===== src/rtl/adc_avg_filter.sv =====
// adc_avg_filter
// Conditions raw ADC samples for the fan controller's PID path. Consecutive
// accepted samples are block-averaged over 2^AVG_LOG2 samples and the result
// is presented as a registered ADC_value_o with a one-cycle ADC_valid_o
// pulse. A sensor watchdog forces FAULT_VALUE (full fan demand) and raises
// fault_o when no sample has been accepted for TIMEOUT_CYCLES enabled cycles.
//
// Ports:
//   clk_i          system clock
//   rstn_i         asynchronous active-low reset
//   clk_en_i       global clock enable; state advances only while high
//   sample_i       raw unsigned ADC sample
//   sample_valid_i sample_i is valid this cycle
//   flush_i        drop the partial window and restart the watchdog
//   ADC_value_o    registered average, or FAULT_VALUE while faulted
//   ADC_valid_o    one-cycle pulse whenever ADC_value_o is updated
//   fault_o        watchdog fault flag
//   state_dbg_o    FSM state (0 = NORMAL, 1 = FAULT) for observation
//
// Handshake: sample_valid_i is a valid-only strobe with no back-pressure.
// A sample is consumed on every rising edge where sample_valid_i and
// clk_en_i are high and flush_i is low; otherwise it is ignored.

module adc_avg_filter #(
  parameter int unsigned ADC_BITWIDTH   = 8,
  parameter int unsigned AVG_LOG2       = 2,
  parameter int unsigned TIMEOUT_CYCLES = 1000,
  parameter logic [ADC_BITWIDTH-1:0] FAULT_VALUE = {ADC_BITWIDTH{1'b1}}
) (
  input  logic                    clk_i,
  input  logic                    rstn_i,
  input  logic                    clk_en_i,
  input  logic [ADC_BITWIDTH-1:0] sample_i,
  input  logic                    sample_valid_i,
  input  logic                    flush_i,
  output logic [ADC_BITWIDTH-1:0] ADC_value_o,
  output logic                    ADC_valid_o,
  output logic                    fault_o,
  output logic                    state_dbg_o
);

  // Accumulator holds up to 2^AVG_LOG2 full-scale samples, so it never wraps.
  localparam int unsigned ACC_W = ADC_BITWIDTH + AVG_LOG2;
  // A zero-width counter is not legal; with AVG_LOG2 = 0 it is kept but unused.
  localparam int unsigned CNT_W = (AVG_LOG2 > 0) ? AVG_LOG2 : 1;
  localparam int unsigned WD_W  = $clog2(TIMEOUT_CYCLES + 1);

  typedef enum logic {
    ST_NORMAL = 1'b0,
    ST_FAULT  = 1'b1
  } state_t;

  state_t            state;
  logic [ACC_W-1:0]  acc;
  logic [CNT_W-1:0]  cnt;
  logic [WD_W-1:0]   wd_cnt;

  logic [ACC_W-1:0]        sum;
  logic [ADC_BITWIDTH-1:0] avg;
  logic                    last_sample;
  logic                    wd_saturated;
  logic                    wd_expiring;

  assign sum          = acc + ACC_W'(sample_i);
  assign avg          = ADC_BITWIDTH'(sum >> AVG_LOG2);
  assign last_sample  = (AVG_LOG2 == 0) || (cnt == {CNT_W{1'b1}});
  assign wd_saturated = (wd_cnt == WD_W'(TIMEOUT_CYCLES));
  // True on the idle edge that brings the watchdog up to TIMEOUT_CYCLES.
  assign wd_expiring  = (wd_cnt == WD_W'(TIMEOUT_CYCLES - 1));

  assign state_dbg_o = state;

  always_ff @(posedge clk_i or negedge rstn_i) begin
    if (!rstn_i) begin
      state       <= ST_NORMAL;
      acc         <= '0;
      cnt         <= '0;
      wd_cnt      <= '0;
      ADC_value_o <= '0;
      ADC_valid_o <= 1'b0;
      fault_o     <= 1'b0;
    end else begin
      // The pulse lasts one clk_i cycle even when the enable is low.
      ADC_valid_o <= 1'b0;
      if (clk_en_i) begin
        if (flush_i) begin
          // Flush wins over a coincident sample; outputs and state are kept.
          acc    <= '0;
          cnt    <= '0;
          wd_cnt <= '0;
        end else if (sample_valid_i) begin
          wd_cnt <= '0;
          if (last_sample) begin
            // A completed window is the only way out of FAULT.
            ADC_value_o <= avg;
            ADC_valid_o <= 1'b1;
            fault_o     <= 1'b0;
            state       <= ST_NORMAL;
            acc         <= '0;
            cnt         <= '0;
          end else begin
            acc <= sum;
            cnt <= cnt + CNT_W'(1);
          end
        end else begin
          if (!wd_saturated) begin
            wd_cnt <= wd_cnt + WD_W'(1);
          end
          // Only NORMAL reacts to the timeout, so FAULT produces one pulse.
          if (state == ST_NORMAL && wd_expiring) begin
            state       <= ST_FAULT;
            fault_o     <= 1'b1;
            ADC_value_o <= FAULT_VALUE;
            ADC_valid_o <= 1'b1;
            acc         <= '0;
            cnt         <= '0;
          end
        end
      end
    end
  end

endmodule


===== config.mk =====
export PLATFORM = sky130hd
export DESIGN_NAME = adc_avg_filter
export DESIGN_NICKNAME = d
export VERILOG_FILES = /design/src/rtl/adc_avg_filter.sv
export SDC_FILE = /design/constraint.sdc
export NUM_CORES = 1
export LEC_CHECK = 0
export ABC_AREA = 1
export CORE_ASPECT_RATIO = 2
export CORE_UTILIZATION = 55
export CTS_BUF_LIST = sky130_fd_sc_hd__clkbuf_4 sky130_fd_sc_hd__clkbuf_8
export CTS_CLUSTER_DIAMETER = 150
export DETAILED_ROUTE_END_ITERATION = 8
export DONT_BUFFER_PORTS = 1
export GPL_TIMING_DRIVEN = 0
export HOLD_SLACK_MARGIN = 0.08
export PLACE_DENSITY = 0.7
export SLEW_MARGIN = 10
export SYNTH_ARGS = -nofsm -noshare
export SYNTH_HDL_FRONTEND = slang
export SYNTH_SLANG_ARGS = --single-unit

===== constraint.sdc =====
create_clock -name clk_i -period 2.5 [get_ports clk_i]
set_input_delay 0.75 -clock clk_i [delete_from_list [all_inputs] [get_ports clk_i]]
set_output_delay 0.75 -clock clk_i [all_outputs]
set_load 0.005 [all_outputs]

# Yosys cells after proc, flatten, opt, wreduce, memory -nomap -nowiden
# Cells that the tools add are included.
[word_totals]
reg_bits = 32
input_bits = 13
word_cells = 44
[classes]
addsub = 3
eq_ne = 5
muxes = 22
bitwise_logic = 2
reduce_logical = 6
[ops]
columns = ["cell", "n"]
rows = [
  ["10-bit 2-to-1 mux", 7],
  ["8-bit 2-to-1 mux", 3],
  ["10-bit equality test, second input constant", 2],
  ["10-bit by 1-bit adder with 10-bit output, second input constant", 1],
  ["10-bit by 8-bit adder with 10-bit output", 1],
  ["1-bit 2-to-1 mux", 8],
  ["2-bit 2-to-1 mux", 4],
  ["2-bit AND reduction", 2],
  ["4-bit AND reduction", 1],
  ["3-bit inequality test, second input constant", 1],
  ["3-bit nonzero test", 1],
  ["2-bit by 1-bit adder with 2-bit output, second input constant", 1],
  ["2-bit equality test, second input constant", 1],
  ["2-bit by 1-bit inequality test with 1-bit output, second input constant", 1],
  ["1-bit NOT", 2],
  ["2-bit nonzero test", 1],
  ["1-bit logical AND", 1],
]

# Longest topological paths before layout
# Gate-level depths: netlist (run 1).
[depth]
ltp_word = 6
mapped_depth = 11
depth_no_buf = 11

# Worst setup path after synthesis (run 1)
# Ideal clock, no wire load.
[synth_path]
path_kind = "input to register"
from = "in sample_i[0]"
to = "reg acc[6]"
setup_time_ps = 83
arrival_time_ps = 1943
required_ps = 2417
path_slack_ps = 474
cell_stages = 8
n_path_buf = 0
path_cell_list = "ha_1 > fa_1 > nand3_1 > nand2_1 > nand2_1 > nand3_1 > and2_1 > o21ai_0"
[synth_via]
elab_chain_len = 4
[synth_rtl]
columns = ["item", "line", "rtl"]
rows = [
  ["from (decl)", "33", "input logic [ADC_BITWIDTH-1:0] sample_i,"],
  ["10-bit by 8-bit adder with 10-bit output", "64", "assign sum = acc + ACC_W'(sample_i);"],
  ["10-bit 2-to-1 mux", "93", "if (last_sample) begin"],
  ["10-bit 2-to-1 mux", "91", "end else if (sample_valid_i) begin"],
  ["10-bit 2-to-1 mux", "86", "if (flush_i) begin"],
  ["to (signal assigned)", "102", "acc <= sum;"],
  ["to (decl)", "54", "logic [ACC_W-1:0] acc;"],
]
# No other way between the ends.
# A chain may end at the register's enable or synchronous reset.

# Worst setup path in the final report (run 1)
# Ends and elaborated chain as after synthesis.

==> results.md, run 1 <==
- Status: finished clean
- Period utilization: ~74%
- WP data required: roughly 2700 ps
- CTS tree: built
- Clk_skew: 9.36 ps
- Clock-pin slew of the registers on the worst-case setup and hold paths: approximately 70 ps
- Ys Warns: 0
- Post-synth EDFFs: 0
- I/O pins: 24
- Hold Path Class: in2async
- Max Fclk: between 0.5 and 0.6 GHz
- Crit. End Element: register
- CP Launch Type: primary input
- Num CTS Buffers: 5
- Endpoints failing hold: 0
- Vias per inst: ~5.4
- DR WL/cell: ~14 um
- Syn nets: ~300
- P per Cell Area: 648 nW/um^2
- Initial Util: approximately three fifths
- Post-route minimum period: ~1900 ps
- Setup Viol. Count Final: 0
- Die Y: around 88 um
- Register area share after synthesis: between 30% and 40%
- Hold_buf cts: 0
- Gr usage total: between 20% and 30%
- Commonest non-fill, non-tap cell in the layout: nand2_1
- Syn_area_per_cell: roughly 7.5 um^2
- Layout cell share with drive strength beyond 1: 9.35%
- Core area: 3450 um^2
- Longest Clk Path Bufs: 2
- Initial DRT Pass Iterations: 4
- Synth Cell Area: ~2000 um^2
- Fin Setup TNS: 0 ps
- Die area: between 3000 and 4000 um^2
- Pin count of the biggest net entering global routing: 33
- Rows: 30
- Total inserted antenna cells: 0
- RSZ-0062 raised after global routing: no
- Routed wire length: 4680 um
- Slew Limit Fails: 0
- Global route total overflow: 0
- Initial DRC Count: 31
- R2r worst-path depth: 8
- Critical Path Fanout Max: 4
- Layout area overhead: 8.46%
- Most frequent cells in the layout: 87 x nand2_1, 32 x dfrtp_1, 31 x inv_1
- Wire length of the first global-routing pass: between 7000 and 8000 um
- Post-synthesis async set-or-reset flop share: 100%
- Sink Count: 32
- PostCTS Resize Cnt: 0
- Synth unique cells: 29
- Worst-Skew Late Latency: 290 ps
- Maxcap violations: 0
- IO Port Bufs: 0
- WS Path Type: in2reg
- Worst hold slack: 143 ps
- Worst Max-Slew Pin Slew: roughly 370 ps
- DRT antenna net count: 0
- Top FF cell, synth: dfrtp_1
- Final nets: approximately 300
- DR vias: ~1800
- Clock Root Buffer: clkbuf_8
- CP arrival: slightly above 2000 ps
- Initial antenna violation count: 0
- Synth Instances: between 200 and 300
- GPL Wtd Cong: approximately 0.9
- CTS H-tree lvls: 2
- Die width: 44.9 um
- Max VDD drop: around 500 uV
- Vias in the first global route: 1705
- Leakage: around 0.0011 uW
- Flops & latches, synth: 32
- Relative slew slack: ~75%
- Dpl hpwl: approximately 3600 um
- DRC viols: 0
- Post-CTS setup buffers: 0
-- cells by family (layout without fill, tap and decap cells) --
group | Yosys count | after routing | synth area share (%)
AOI/OAI and AO/OA | 29 | 29 | 8.77
xor gates and xnor gates | 4 | 4 | 1.73
adders and majority gates | 12 | 12 | 7.78
buffers and inverters | 37 | 45 | 7.72
DFF | 32 | 32 | 39.5
and+or+nand+nor | 156 | 156 | 34.5
-- cell usage after synthesis (2+ instances only) --
library cell | instances | share of area, %
nor3_1 | 3 | 0.74
nand3_1 | 20 | 4.9
inv_1 | 31 | 5.7
nor3_4 | 2 | 1.6
a21oi_1 | 8 | 2.0
nand2_1 | 87 | 16
inv_2 | 2 | 0.37
nand4_1 | 8 | 2.5
or2_1 | 3 | 0.93
xor2_1 | 4 | 1.7
o21ai_2 | 5 | 2.2
o21ai_0 | 11 | 2.7
nor2_1 | 25 | 4.6
ha_1 | 11 | 6.8
buf_4 | 2 | 0.74
dfrtp_1 | 32 | 40
nand2_2 | 3 | 0.93
o21bai_1 | 2 | 0.74
-- report_power, final --
| group | switching [uW] | leakage, uW | internal, uW |
|---|---|---|---|
| clock network | 214 | 0.0000541 | 295 |
| registers | 52.8 | 0.000416 | 584 |
| logic | 170 | 0.000668 | 108 |
| total | 437 | 0.00114 | 987 |
-- critical path, stage by stage --
cell     delay [ps]
ha_1            230
fa_1            430
nand3_1          90
nand2_1         100
nand2_1          90
nand3_1          80
and2_1          170
o21ai_0         140
-- state kept, by name (all words and copies together), names as in the netlist --
signal and count:
acc 10, wd_cnt 10, ADC_value_o 8, cnt 2, ADC_valid_o 1, state_dbg_o 1
-- per-stage QoR --
| step | util, % | instance area [um^2] | setup slack (ps) | std cells | total power, uW |
|---|---|---|---|---|---|
| 2_1_floorplan | - | 2030 | 474 | 270 | 855 |
| 3_3_place_gp | 60.4 | 2090 | 349 | 318 | 922 |
| 3_5_place_dp | 60.4 | 2090 | 339 | 318 | 927 |
| 4_1_cts | 63.6 | 2200 | 639 | 326 | 1440 |
| 5_1_grt | 63.6 | 2200 | 553 | 326 | 1500 |
| 6_report | 63.6 | 2200 | 639 | 326 | 1420 |
-- metal layers --
layer  GRT usage [%]  routed length, um  vias to the layer above
met3            5.57                141                       15
met4            16.3                217                        0
met5               0                  0                        -
met1            24.3               1640                      839
met2            50.7               2680                       26
li1                -                  -                      879
-- worst paths after layout --
path | from | to | slack, ps
max | sample_i[0] | acc[6] | 640
min | rstn_i | acc[5] | 140
max reg2reg | acc[0] | acc[6] | 710
min reg2reg | acc[0] | acc[0] | 480
max in group asynchronous | rstn_i | ADC_value_o[1] | 2270
min in group clk_i | acc[0] | acc[0] | 480
-- area by class of cell --
class | count | area [um^2]
tap | 48 | 60.1
fill | 343 | 1260
sequential | 32 | 801
multi-input combinational | 201 | 1070
clock inverter | 3 | 42.5
buffer | 3 | 26.3
clock buffer | 5 | 68.8
inverter | 34 | 130
Power figures use the tool's default switching activity.
==> inputs of run 2 (changes only) <==
PLACE_DENSITY = 0.73   (was 0.7)
clock period = 1.6 ns   (was 2.5 ns; I/O delays follow)
==> run 2 against run 1 <==
  * The run now ends with setup timing left
  * Routed wire length rose by 3.6%
  * Power is 60% higher
  * Via count increased by 1.0%
  * Sequential share of layout area decreased by 3.6 points
  * Cell count grew 1.8%
  * Register-to-register slack lost 740 ps
  * Final area rose by 11%
  * Worst hold slack improved by 200 ps
  * Clock skew shrank 4.6 ps
  * Global-route usage down 0.061 points
  * Non-clock buffer count grew 7
  * Critical endpoint unchanged
  * Highest routed layer unchanged
==> results.md, run 2 (synthesized netlist as in run 1, its figures left out) <==
- Max incr delay on CP: ~420 ps
- Reg-to-Reg Start: acc[0]
- Total inserted antenna cells: 0
- Clk_skew: roughly 4.8 ps
- Clock Root Buffer: clkbuf_8
- Fillers: just under 300
- Placed Area: roughly 2100 um^2
- Die Y: between 80 and 90 um
- Hold_sp: sample_valid_i
- Hold Path Class: in2reg
- Overall power: 2280 uW
- Critical Path Fanout Max: 3
- Global route total overflow: 0
- Post-route minimum period: 1630 ps
- Maxcap violations: 0
- Sink Count: 32
- CP Launch Type: register
- Relative slew slack: 73.0%
- Largest registers: acc x10, wd_cnt x10, ADC_value_o x8
- CTS tree: built
- Vias per inst: about 5.4
- RSZ-0062 raised after global routing: yes
- Max VDD drop: between 700 and 800 uV
- Initial antenna violation count: 0
- CTS H-tree lvls: 2
- Clock-pin slew of the registers on the worst-case setup and hold paths: ~70 ps
- Max Fclk: approximately 0.61 GHz
- Initial DRC Count: 32
- Routed wire length: ~4800 um
- Slowest-stage cell, CP: dfrtp_1
- Die width: 44.9 um
- DRC viols: 0
- IO Port Bufs: 0
- Multi-input logic area: around 1200 um^2
- Gr usage total: a little over a quarter
- Dpl ws: -173 ps
- Setup Viol. Count Final: 4
- Crit-path leading delay family: adder cells
- Leakage: approximately 0.0012 uW
- Pin count of the biggest net entering global routing: 33
- Dpl hpwl: approximately 3500 um
- Most frequent cells in the layout: 77 x nand2_1, 30 x dfrtp_1, 27 x inv_1
- Fin cells: ~330
- Die area: 3940 um^2
- Layout area overhead: 20.6%
- WS Path Type: reg2reg
- Initial Util: around three fifths
- Worst Max-Slew Pin Slew: ~400 ps
- DR vias: around 1800
- CP arrival: approximately 1800 ps
- Worst reg2reg setup slack: -30 ps
- Commonest non-fill, non-tap cell in the layout: nand2_1
- Vias in the first global route: roughly 1700
- Rows: 30
- Crit-path cells: ha_4 > fa_2 > nand3_2 > nand2_4 > nand2_4 > nand3_2 > and2_1 > o21ai_1
- Worst-Skew Late Latency: 290 ps
- Setup WS post-layout: -27.9 ps
- Crit. End Element: register
- Wire length of the first global-routing pass: 7530 um
- Critical R2R Capture: acc[6]
- Status: finished with violations
- Endpoints failing hold: 0
- FF/Latch Area: 803 um^2
- P per Cell Area: between 900 and 1000 nW/um^2
- Slew Limit Fails: 0
- DRT antenna net count: 0
- Period utilization: 102%
- R2r worst-path depth: 8
- DR WL/cell: 14.6 um
- Hold Path End: wd_cnt[9]
- Longest Clk Path Bufs: 2
- Layout cell share with drive strength beyond 1: approximately a quarter
- Final nets: approximately 310
- Fin Setup TNS: -53.6 ps
- WP data required: ~1800 ps
- Initial DRT Pass Iterations: 4
- I/O pins: 24
- Hold path cells: 3
- Finished Cell Area: 2440 um^2
- Num CTS Buffers: 5
- Failing checks: setup timing
- Core area: between 3000 and 4000 um^2
- GPL Wtd Cong: 0.789
- Inst Count DP: around 320
- Worst Path Buf+Inv: 0
## run 2: cell types whose count changed in the layout (fill, tap and decap cells not counted), moves of 4 or more
cell / before / now
nand2_1: 87 / 77
ha_1: 11 / 4
ha_4: 0 / 7
nand2_2: 3 / 10
buf_4: 2 / 6
inv_1: 31 / 27
o21ai_0: 11 / 7
## run 2: how the worst max path moves through the flow
stage / from / endpoint / slack (ps) / depth (start not counted)
after floorplan: sample_i[0] / acc[6] / -20 / 9
after global placement: sample_i[2] / ADC_value_o[5] / -170 / 9
after detailed placement: sample_i[2] / ADC_value_o[5] / -170 / 9
after CTS: acc[0] / ADC_value_o[4] / -20 / 10
after global routing: acc[0] / ADC_value_o[4] / -110 / 10
final: acc[0] / acc[6] / -30 / 8
## run 2: what timing repair did
item | CTS | global route
buffers inserted | 1 | 4
gates resized for setup | 9 | 33
endpoints found under the hold margin | 32 | 0
pin swaps | 4 | 4
hold buffers | 2 | 0
endpoints found under the setup margin | 14 | 24
cloned | 0 | 0
## run 2: worst min-delay path, cell delays in order
cell and delay, ps:
nor2_1 20, nand3_1 50, nand2_1 40
## run 2: stage by stage
| step | hold slack, ps | util, % |
|---|---|---|
| CTS | 348 | 65.8 |
| finish | 345 | 70.8 |
| detailed placement | 185 | 61.1 |
| global route | 357 | 70.8 |
| global placement | 185 | 61.1 |
| floorplan | 184 | - |
## run 2: routing by layer
metal  vias to the layer above  track usage (%)  wire, um
li1                        894                -         -
met1                       837             24.0      1720
met2                        31             52.7      2810
met3                        15             4.95       155
met4                         0             13.2       160
met5                         -                0         0
## run 2: power breakdown
group          internal (uW)  switching [uW]
clock                    383             301
sequential               915             106
combinational            253             326
total                   1550             733
## run 2: cell type report
type                       count  area share, %
tap                           48           2.46
timing repair buffer           7           2.76
clock buffer                   7           3.94
sequential                    32           32.9
multi-input combinational    201           51.2
buffer                         3           1.23
inverter                      34           5.58
==> inputs of run 3 (changes only) <==
clock period = 1.4 ns   (was 1.6 ns; I/O delays follow)
==> run 3 against run 2 <==
  * The run still ends with setup timing left
  * Via count rose by 14%
  * Clock power rose by 16%
  * Routed wire length rose by 37%
  * Clock skew rose by 1.0 ps
  * Critical endpoint is now ADC_value_o[4]
  * Largest power group unchanged
==> results.md, run 3 (synthesized netlist as in run 1, its figures left out) <==
- Commonest non-fill, non-tap cell in the layout: nand2_1
- Critical Path Fanout Max: 3
- Inst Count DP: ~320
- Layout cell share with drive strength beyond 1: between 40% and 50%
- Largest registers: acc x10, wd_cnt x10, ADC_value_o x8
- DRC viols: 0
- Sink Count: 32
- Most frequent cells in the layout: 60 x nand2_1, 25 x dfrtp_1, 25 x buf_4
- GPL Wtd Cong: 0.767
- Wire length of the first global-routing pass: 8590 um
- Initial DRT Pass Iterations: 4
- Clock share of power: around 28%
- Worst Max-Slew Pin Slew: between 500 and 600 ps
- Endpoints failing hold: 0
- DRT antenna net count: 0
- Max Fclk: between 0.5 and 0.6 GHz
- Psw: 959 uW
- Setup WS post-layout: -309 ps
- Max VDD drop: 847 uV
- Die Y: about 90 um
- WP data required: 1580 ps
- Fillers: 201
- Post-route minimum period: ~1700 ps
- CTS tree: built
- Comb pwr share: 30.4%
- Relative slew slack: between 60% and 70%
- Fin Setup TNS: -3390 ps
- Total inserted antenna cells: 0
- Leakage: 0.00134 uW
- Clock Root Buffer: clkbuf_8
- Hold Path Class: in2reg
- DR vias: roughly 2000
- R2r worst-path depth: 10
- Slew Limit Fails: 0
- Clock-pin slew of the registers on the worst-case setup and hold paths: 70 ps
- Fin cells: around 360
- P per Cell Area: 980 nW/um^2
- Switching share of power: roughly a third
- Global route total overflow: 0
- IO Port Bufs: 0
- Routed wire length: 6630 um
- Pin count of the biggest net entering global routing: 33
- Period utilization: 122%
- RSZ-0062 raised after global routing: yes
- Initial antenna violation count: 0
- Worst-Skew Late Latency: ~300 ps
- DR WL/cell: roughly 19 um
- Hold path cells: 3
- Setup Viol. Count Final: 30
- Failing checks: setup timing
- Clk_skew: around 5.8 ps
- Final nets: 334
- Rows: 30
- Vias per inst: about 5.7
- Die area: roughly 4000 um^2
- Maxcap violations: 0
- Dpl ws: -292 ps
- Initial Util: between 50% and 60%
- Crit. End Element: register
- CP arrival: between 1500 and 2000 ps
- Core area: between 3000 and 4000 um^2
- I/O pins: 24
- CTS H-tree lvls: 2
- Num CTS Buffers: 5
- Vias in the first global route: slightly below 2000
- WS Path Type: reg2reg
- Pint: between 1500 and 2000 uW
- Initial DRC Count: a little under 60
- Longest Clk Path Bufs: 2
- Seq pwr share: between 40% and 50%
- Status: finished with violations
- Dpl hpwl: between 3000 and 4000 um
- Worst hold slack: 284 ps
- CP Launch Type: register
- Post-layout util: a little over four fifths
- Layout area overhead: 42.9%
- Gr usage total: 30.8%
- Die width: roughly 45 um
==> run 3: routing by layer <==
metal / vias up / GRT usage, % / share of wire (%)
met5: - / 0 / 0
met4: 0 / 21.5 / 6.5
met3: 35 / 5.77 / 3.2
met2: 73 / 57.9 / 58
met1: 979 / 27.4 / 32
li1: 946 / - / -
==> run 3: repair_timing <==
item / CTS / global route
cloned: 1 / 1
pin swaps: 13 / 19
hold endpoints to repair: 32 / 0
endpoints found under the setup margin: 28 / 31
hold buffers: 2 / 0
buffers inserted: 16 / 14
resized for setup: 37 / 72
==> run 3: per-stage QoR <==
step | area [um^2] | power (uW)
2_1_floorplan | 2110 | 1580
3_3_place_gp | 2170 | 1690
3_5_place_dp | 2170 | 1710
4_1_cts | 2550 | 2620
5_1_grt | 2890 | 2960
6_report | 2890 | 2840
==> run 3: power by group through the flow <==
| stage | sequential [uW] | clock [uW] | combinational [uW] |
|---|---|---|---|
| 2_1_floorplan | 1140 | 0 | 438 |
| 3_3_place_gp | 1170 | 0 | 520 |
| 3_5_place_dp | 1170 | 0 | 532 |
| 4_1_cts | 1160 | 790 | 665 |
| 5_1_grt | 1190 | 840 | 937 |
| 6_report | 1180 | 796 | 863 |
==> run 3: path summary, 6_finish.rpt <==
kind                                   to           start  slack, ps
min reg2reg                ADC_value_o[5]  ADC_value_o[5]        510
max in group asynchronous       wd_cnt[6]          rstn_i        650
min in group asynchronous       wd_cnt[4]          rstn_i        550
max                        ADC_value_o[4]          acc[0]       -310
min                             wd_cnt[9]  sample_valid_i        280
max reg2reg                ADC_value_o[4]          acc[0]       -310
==> run 3: area by class of cell <==
type	count	area, um^2	area share (%)
plain buffers	2	18.8	0.649
flip-flops and latches	32	810	28.0
well taps	48	60.1	2.08
multi-input cells	201	1480	51.1
clock buffers	7	96.3	3.33
inverters	34	139	4.80
repair buffers	32	282	9.73
repair inverters	1	8.76	0.303
==> run 3: worst max-delay path: stages (launching register included) <==
cell and delay (ps):
dfrtp_1 410, ha_4 180, fa_2 370, nand3_2 100
nand2_4 70, nand2_2 80, nand2_1 50, nand2_1 90
nand3_1 80, o21ai_1 100, inv_1 60
